`src/rtl/mem_arb_pkg.sv`:
```
// Shared types and defaults for the unified memory arbiter.
// Imported by the arbiter top and its grant sub-block.
package mem_arb_pkg;

  localparam int ADDR_W_DEF  = 32;
  localparam int DATA_W_DEF  = 32;
  localparam int STARVE_DEF  = 4;
  localparam int TIMEOUT_DEF = 64;

  typedef enum logic [1:0] {
    IDLE,
    ISSUE,
    WAIT,
    RESP
  } state_e;

  typedef enum logic {
    OWN_I,
    OWN_D
  } owner_e;

endpackage

```
`src/rtl/mem_arb_prio.sv`:
```
// Grant decision between fetch and data ports.
// Data wins unless fetch has waited STARVE_LIMIT grants.
module mem_arb_prio
  import mem_arb_pkg::*;
#(
  parameter int STARVE_LIMIT = STARVE_DEF
) (
  input  logic   clk,
  input  logic   reset,
  input  logic   idle_i,
  input  logic   imem_req_i,
  input  logic   dmem_req_i,
  output logic   gnt_o,
  output owner_e owner_o
);

  localparam int CW = $clog2(STARVE_LIMIT + 2);
  localparam logic [CW-1:0] LIMIT = CW'(STARVE_LIMIT);

  logic [CW-1:0] starve_q;
  logic [CW-1:0] starve_d;
  logic          at_limit;

  assign at_limit = (starve_q == LIMIT);

  // combinational grant: only meaningful while the FSM is idle
  always_comb begin
    gnt_o   = idle_i & (imem_req_i | dmem_req_i);
    owner_o = OWN_I;
    if (dmem_req_i && !(imem_req_i && at_limit))
      owner_o = OWN_D;
  end

  // starvation counter next state, saturating at the limit
  always_comb begin
    starve_d = starve_q;
    if (idle_i) begin
      if (!imem_req_i || (gnt_o && owner_o == OWN_I))
        starve_d = '0;
      else if (gnt_o && !at_limit)
        starve_d = starve_q + 1'b1;
    end
  end

  // starvation counter register
  always_ff @(posedge clk) begin
    if (!reset) starve_q <= '0;
    else        starve_q <= starve_d;
  end

endmodule

```
`src/rtl/unified_mem_arbiter.sv`:
```
// Single-ported memory shared by fetch and data ports.
// One transaction at a time, registered outputs, watchdog.
module unified_mem_arbiter
  import mem_arb_pkg::*;
#(
  parameter int ADDR_W       = ADDR_W_DEF,
  parameter int DATA_W       = DATA_W_DEF,
  parameter int STARVE_LIMIT = STARVE_DEF,
  parameter int TIMEOUT      = TIMEOUT_DEF
) (
  input  logic              clk,
  input  logic              reset,
  input  logic              imem_req,
  input  logic [ADDR_W-1:0] imem_addr,
  output logic [DATA_W-1:0] imem_data,
  output logic              imem_ready,
  input  logic              dmem_req,
  input  logic              dmem_we,
  input  logic [ADDR_W-1:0] dmem_addr,
  input  logic [DATA_W-1:0] dmem_wdata,
  output logic [DATA_W-1:0] dmem_rdata,
  output logic              dmem_ready,
  output logic              mem_req,
  output logic              mem_we,
  output logic [ADDR_W-1:0] mem_addr,
  output logic [DATA_W-1:0] mem_wdata,
  input  logic [DATA_W-1:0] mem_rdata,
  input  logic              mem_ready,
  output logic              busy,
  output logic              err
);

  localparam int TW = (TIMEOUT > 1) ? $clog2(TIMEOUT) : 1;
  localparam logic [TW-1:0] TLAST =
    TW'((TIMEOUT > 0) ? TIMEOUT - 1 : 0);

  state_e            state_q, state_d;
  owner_e            owner_q, owner_d;
  logic [ADDR_W-1:0] addr_q, addr_d;
  logic [DATA_W-1:0] wdata_q, wdata_d;
  logic [DATA_W-1:0] idata_q, idata_d;
  logic [DATA_W-1:0] ddata_q, ddata_d;
  logic [TW-1:0]     tcnt_q, tcnt_d;
  logic              we_q, we_d;
  logic              mreq_q, mreq_d;
  logic              irdy_q, irdy_d;
  logic              drdy_q, drdy_d;
  logic              err_q, err_d;
  logic              gnt;
  owner_e            gnt_own;
  logic              tmo;

  mem_arb_prio #(
    .STARVE_LIMIT(STARVE_LIMIT)
  ) u_prio (
    .clk        (clk),
    .reset      (reset),
    .idle_i     (state_q == IDLE),
    .imem_req_i (imem_req),
    .dmem_req_i (dmem_req),
    .gnt_o      (gnt),
    .owner_o    (gnt_own)
  );

  assign tmo = (TIMEOUT != 0) && (tcnt_q == TLAST);

  // next state, latches and watchdog
  always_comb begin
    state_d = state_q;
    owner_d = owner_q;
    addr_d  = addr_q;
    wdata_d = wdata_q;
    we_d    = we_q;
    idata_d = idata_q;
    ddata_d = ddata_q;
    tcnt_d  = tcnt_q;
    err_d   = err_q;
    mreq_d  = 1'b0;
    irdy_d  = 1'b0;
    drdy_d  = 1'b0;
    unique case (state_q)
      IDLE: begin
        if (gnt) begin
          state_d = ISSUE;
          owner_d = gnt_own;
          mreq_d  = 1'b1;
          tcnt_d  = '0;
          if (gnt_own == OWN_D) begin
            addr_d  = dmem_addr;
            we_d    = dmem_we;
            wdata_d = dmem_wdata;
          end else begin
            addr_d  = imem_addr;
            we_d    = 1'b0;
            wdata_d = '0;
          end
        end
      end
      ISSUE: state_d = WAIT;
      WAIT: begin
        if (mem_ready || tmo) begin
          state_d = RESP;
          irdy_d  = (owner_q == OWN_I);
          drdy_d  = (owner_q == OWN_D);
          if (!mem_ready) begin
            err_d = 1'b1;
            if (owner_q == OWN_I) idata_d = '0;
            else                  ddata_d = '0;
          end else if (owner_q == OWN_I) begin
            idata_d = mem_rdata;
          end else if (!we_q) begin
            ddata_d = mem_rdata;
          end
        end else begin
          tcnt_d = tcnt_q + 1'b1;
        end
      end
      RESP:    state_d = IDLE;
      default: state_d = IDLE;
    endcase
  end

  // state and output registers
  always_ff @(posedge clk) begin
    if (!reset) begin
      state_q <= IDLE;
      owner_q <= OWN_I;
      addr_q  <= '0;
      wdata_q <= '0;
      we_q    <= 1'b0;
      idata_q <= '0;
      ddata_q <= '0;
      tcnt_q  <= '0;
      err_q   <= 1'b0;
      mreq_q  <= 1'b0;
      irdy_q  <= 1'b0;
      drdy_q  <= 1'b0;
    end else begin
      state_q <= state_d;
      owner_q <= owner_d;
      addr_q  <= addr_d;
      wdata_q <= wdata_d;
      we_q    <= we_d;
      idata_q <= idata_d;
      ddata_q <= ddata_d;
      tcnt_q  <= tcnt_d;
      err_q   <= err_d;
      mreq_q  <= mreq_d;
      irdy_q  <= irdy_d;
      drdy_q  <= drdy_d;
    end
  end

  assign mem_req    = mreq_q;
  assign mem_we     = we_q;
  assign mem_addr   = addr_q;
  assign mem_wdata  = wdata_q;
  assign imem_data  = idata_q;
  assign imem_ready = irdy_q;
  assign dmem_rdata = ddata_q;
  assign dmem_ready = drdy_q;
  assign busy       = (state_q != IDLE);
  assign err        = err_q;

endmodule
```
`config.mk`:
```
export PLATFORM = sky130hd
export DESIGN_NAME = unified_mem_arbiter
export DESIGN_NICKNAME = d
export VERILOG_FILES = /design/src/rtl/mem_arb_pkg.sv /design/src/rtl/mem_arb_prio.sv /design/src/rtl/unified_mem_arbiter.sv
export SDC_FILE = /design/constraint.sdc
export NUM_CORES = 1
export LEC_CHECK = 0
export CAP_MARGIN = 20
export CORE_MARGIN = 2
export CORE_UTILIZATION = 40
export DETAILED_ROUTE_END_ITERATION = 12
export HOLD_SLACK_MARGIN = 0.15
export PLACE_DENSITY = 0.8
export SLEW_MARGIN = 20
export SYNTH_ARGS = -nofsm -noshare
export SYNTH_HDL_FRONTEND = slang
export SYNTH_SLANG_ARGS = --single-unit
```
`constraint.sdc`:
```
create_clock -name clk -period 2.3 [get_ports clk]
set_input_delay 0.46 -clock clk [delete_from_list [all_inputs] [get_ports clk]]
set_output_delay 0.46 -clock clk [all_outputs]
set_load 0.01 [all_outputs]
```
==> impl_metrics.csv <==
group,metric,value,unit
run_status,status,"complete, no violations",
floorplanning,initial_core_util,40.5,%
global_routing,globalRoute.totalOverflow,0,
synth,yosys.cell_types.count,45,
route,avgViaCountPerCell,5.35,
flow_run,max-cap-violations,0,
route,routed-via-count,5068,
worst_setup_path,r2r-start,"tcnt_q[0]",
worst_setup_path,setup.worst_path.start,"state_q[0]",
synth,synth_seq_cells,145,
placement,dp_hpwl,11900,um
synth,synth_async_sr_flop_share,0,%
global_routing,maximum_number_of_pins_on_one_net_before_global_route_repair,58,
timing,setup_violations,0,
layout,post_route_cells_drive_above_1_share,7.00,%
floorplanning,floorplan.core_area,13100,sq um
route,drt_drc_violations_left,0,
clocking,clock_tree_from_tritoncts,"done",
timing,final.period_utilization,80.9,%
layout,final_cells,947,
timing,timing.fmax,537,MHz
floorplanning,die-width,119,um
global_routing,global_route_wire_length_before_repair,26000,um
timing,worst_slew_pin_slew,0.493,ns
timing,setup_total_negative_slack,0,ns
hold_path,min-delay-path-class,"reg -> reg",
floorplanning,placement_rows,42,
layout,layout.cells.most_common,"sky130_fd_sc_hd__clkdlybuf4s50_1",
layout,layout_common_cells,"sky130_fd_sc_hd__clkdlybuf4s50_1, sky130_fd_sc_hd__dfxtp_1, sky130_fd_sc_hd__a22o_1",
pwr,post-layout-total-power,7.91,mW
clocking,post_cts.repair.setup_buffers,0,
synth,post_synth_inst_count,506,
worst_setup_path,critical_path_peak_fanout,6,
clocking,cts_made_buffers,17,
clocking,clkLatencyLatePin,0.41,ns
worst_setup_path,cp-start-kind,"register",
global_routing,via_count_of_the_first_global_routing_pass,5052,
floorplanning,io_pins,268,
worst_setup_path,timing.critical_path.required,1.84,ns
worst_setup_path,worstSetupEndpoint,"busy",
synth,syn_nets,646,
timing,timing.max_slew.rel_slack,67.1,%
worst_setup_path,timing.setup.critical_path_class,"reg -> out",
synth,yosys_warnings,0,
synth,postSynthAreaPerCell,10.5,sq um
timing,finalClockSkew,0.00613,ns
route,route.final.wire_length,16800,um
placement,placed_cells_incl_taps,915,
global_routing,initial_antenna_violation_count,0,
global_routing,grt_most_used_layer,"met2",
timing,finalCriticalPeriod,1.86,ns
floorplanning,floorplan.die_area,14300,sq um
clocking,ctsRootBufferMaster,"sky130_fd_sc_hd__clkbuf_16",
placement,dp_worst_setup_slack,0.126,ns
worst_setup_path,worst_setup_path_end_kind,"output port",
route,first_iter_violations,458,
route,final_antenna_net_count,0,
synth,synth_seq_area_share,54.5,%
clocking,cts_htree_levels,4,
layout,nNetsFinal,898,
worst_setup_path,r2r_cells,6,
global_routing,gr-usage-met2,39.7,%
synth,synth_enable_flop_cells,0,
timing,final_hold_vio_count,0,
worst_setup_path,reg2reg_slack,0.47,ns
placement,port-buffer-count,267,
synth,post_synthesis_cell_area,5330,sq um
pwr,power.leakage,3.21,nW
floorplanning,die_height,119,um
placement,place.gp.congestion,0.793,
pwr,peakVddDrop,472,uV
timing,drv_slew,0,
timing,fin_ws,0.439,ns
route,drt-pass1-iter-count,8,
worst_setup_path,worst-endpoint-arrival,1.40,ns
timing,grt_setup_unrepaired,"false",
route,routedWlPerCell,17.8,um
global_routing,grtUsageMet1,25.4,%
timing,final.hold.worst_slack,0.460,ns
worst_setup_path,crit-reg2reg-capture,"imem_data[29]",
global_routing,grt_util_all_layers,23.2,%
clocking,path_clk_slew,0.06,ns
layout,area_delta_synth_final,64.2,%
pwr,cellPowerDensity,904,nW/um^2
global_routing,grt_use_met3,8.96,%
layout,final.fill_count,1001,
clocking,clk_path_buf_depth,2,
clocking,clock_sink_count,145,
synth,synth-main-ff-cell,"sky130_fd_sc_hd__dfxtp_1",
layout,antenna_cells,0,
## report_power, final
part           switching, mW  total, mW  internal (mW)  leakage [nW]
Sequential             0.175       3.00           2.83          1.18
Combinational           1.10       2.34           1.24          1.78
Clock                   1.05       2.57           1.52         0.255
Total                   2.32       7.91           5.59          3.21
## through the flow
step | area (sq um) | util [%]
detailed placement | 8190 | 62.3
global placement | 8190 | 62.3
finish | 8750 | 66.6
CTS | 8740 | 66.6
floorplan | 5330 | -
global route | 8750 | 66.6
## area by class of cell
cell class	instances	area (sq um)	share of cell area [%]
timing repair buffer	280	2860	32.6
multi-input combinational	307	2180	25.0
clock inverter	12	111	1.27
sequential	145	2900	33.2
inverter	7	26.3	0.300
tap	176	220	2.52
clock buffer	20	447	5.11
## synth_stat cells (all sizes together), types with 4 or more instances
cell type | count | share of area [%]
o21ai | 6 | 0.56
clkbuf | 22 | 1.6
and2 | 4 | 0.47
ha | 6 | 1.4
nand2 | 41 | 2.9
dfxtp | 145 | 54
nor2 | 36 | 2.5
a222oi | 29 | 5.4
buf | 25 | 2.9
nand3 | 36 | 3.4
a31oi | 4 | 0.47
a22o | 71 | 12
a21oi | 10 | 0.94
mux2i | 33 | 6.2
inv | 7 | 0.49
## state kept, by name (all words and copies together) (netlist names)
| name | cells |
|---|---|
| dmem_ready | 1 |
| mem_req | 1 |
| mem_addr | 32 |
| tcnt_q | 6 |
| mem_we | 1 |
| dmem_rdata | 32 |
| imem_data | 32 |
| imem_ready | 1 |
| err | 1 |
| state_q | 2 |
| u_prio.starve_q | 3 |
| mem_wdata | 32 |
| owner_q | 1 |
## worst max-delay path, stage by stage (launching register included)
cell,delay (ns)
sky130_fd_sc_hd__dfxtp_1,0.33
sky130_fd_sc_hd__inv_1,0.07
sky130_fd_sc_hd__ha_1,0.28
sky130_fd_sc_hd__inv_2,0.13
sky130_fd_sc_hd__dlymetal6s2s_1,0.18
## how the worst min path moves through the flow
stage / slack, ns / depth (start not counted) / end / from
finish: 0.46 / 2 / imem_data[28] / imem_data[28]
global route: 0.48 / 2 / imem_data[27] / imem_data[27]
CTS: 0.46 / 2 / imem_data[27] / imem_data[27]
detailed placement: 0.45 / 2 / imem_data[13] / imem_data[13]
global placement: 0.44 / 2 / imem_data[31] / imem_data[31]
floorplan: 0.44 / 1 / state_q[0] / state_q[0]
## timing repair
action                                  in CTS  in global routing
endpoints found under the setup margin       0                  1
resized for setup                            0                  1
endpoints found under the hold margin        0                  0
hold buffers                                 0                  0
## kinds of logic after synthesis
family | synth area share (%)
flip-flops | 54.5
AND/OR/NAND/NOR | 11.7
AO/OA/AOI/OAI | 21.2
multiplexers | 6.20
buffers and inverters | 4.96
adder cells (fa/ha/maj) | 1.41
## per-layer routing
| metal | vias up | part of all wire, % |
|---|---|---|
| li1 | 2394 | - |
| met5 | - | 0 |
| met2 | 223 | 49 |
| met3 | 38 | 9.3 |
| met1 | 2413 | 38 |
| met4 | 0 | 2.8 |
Power figures use the tool's default switching activity.
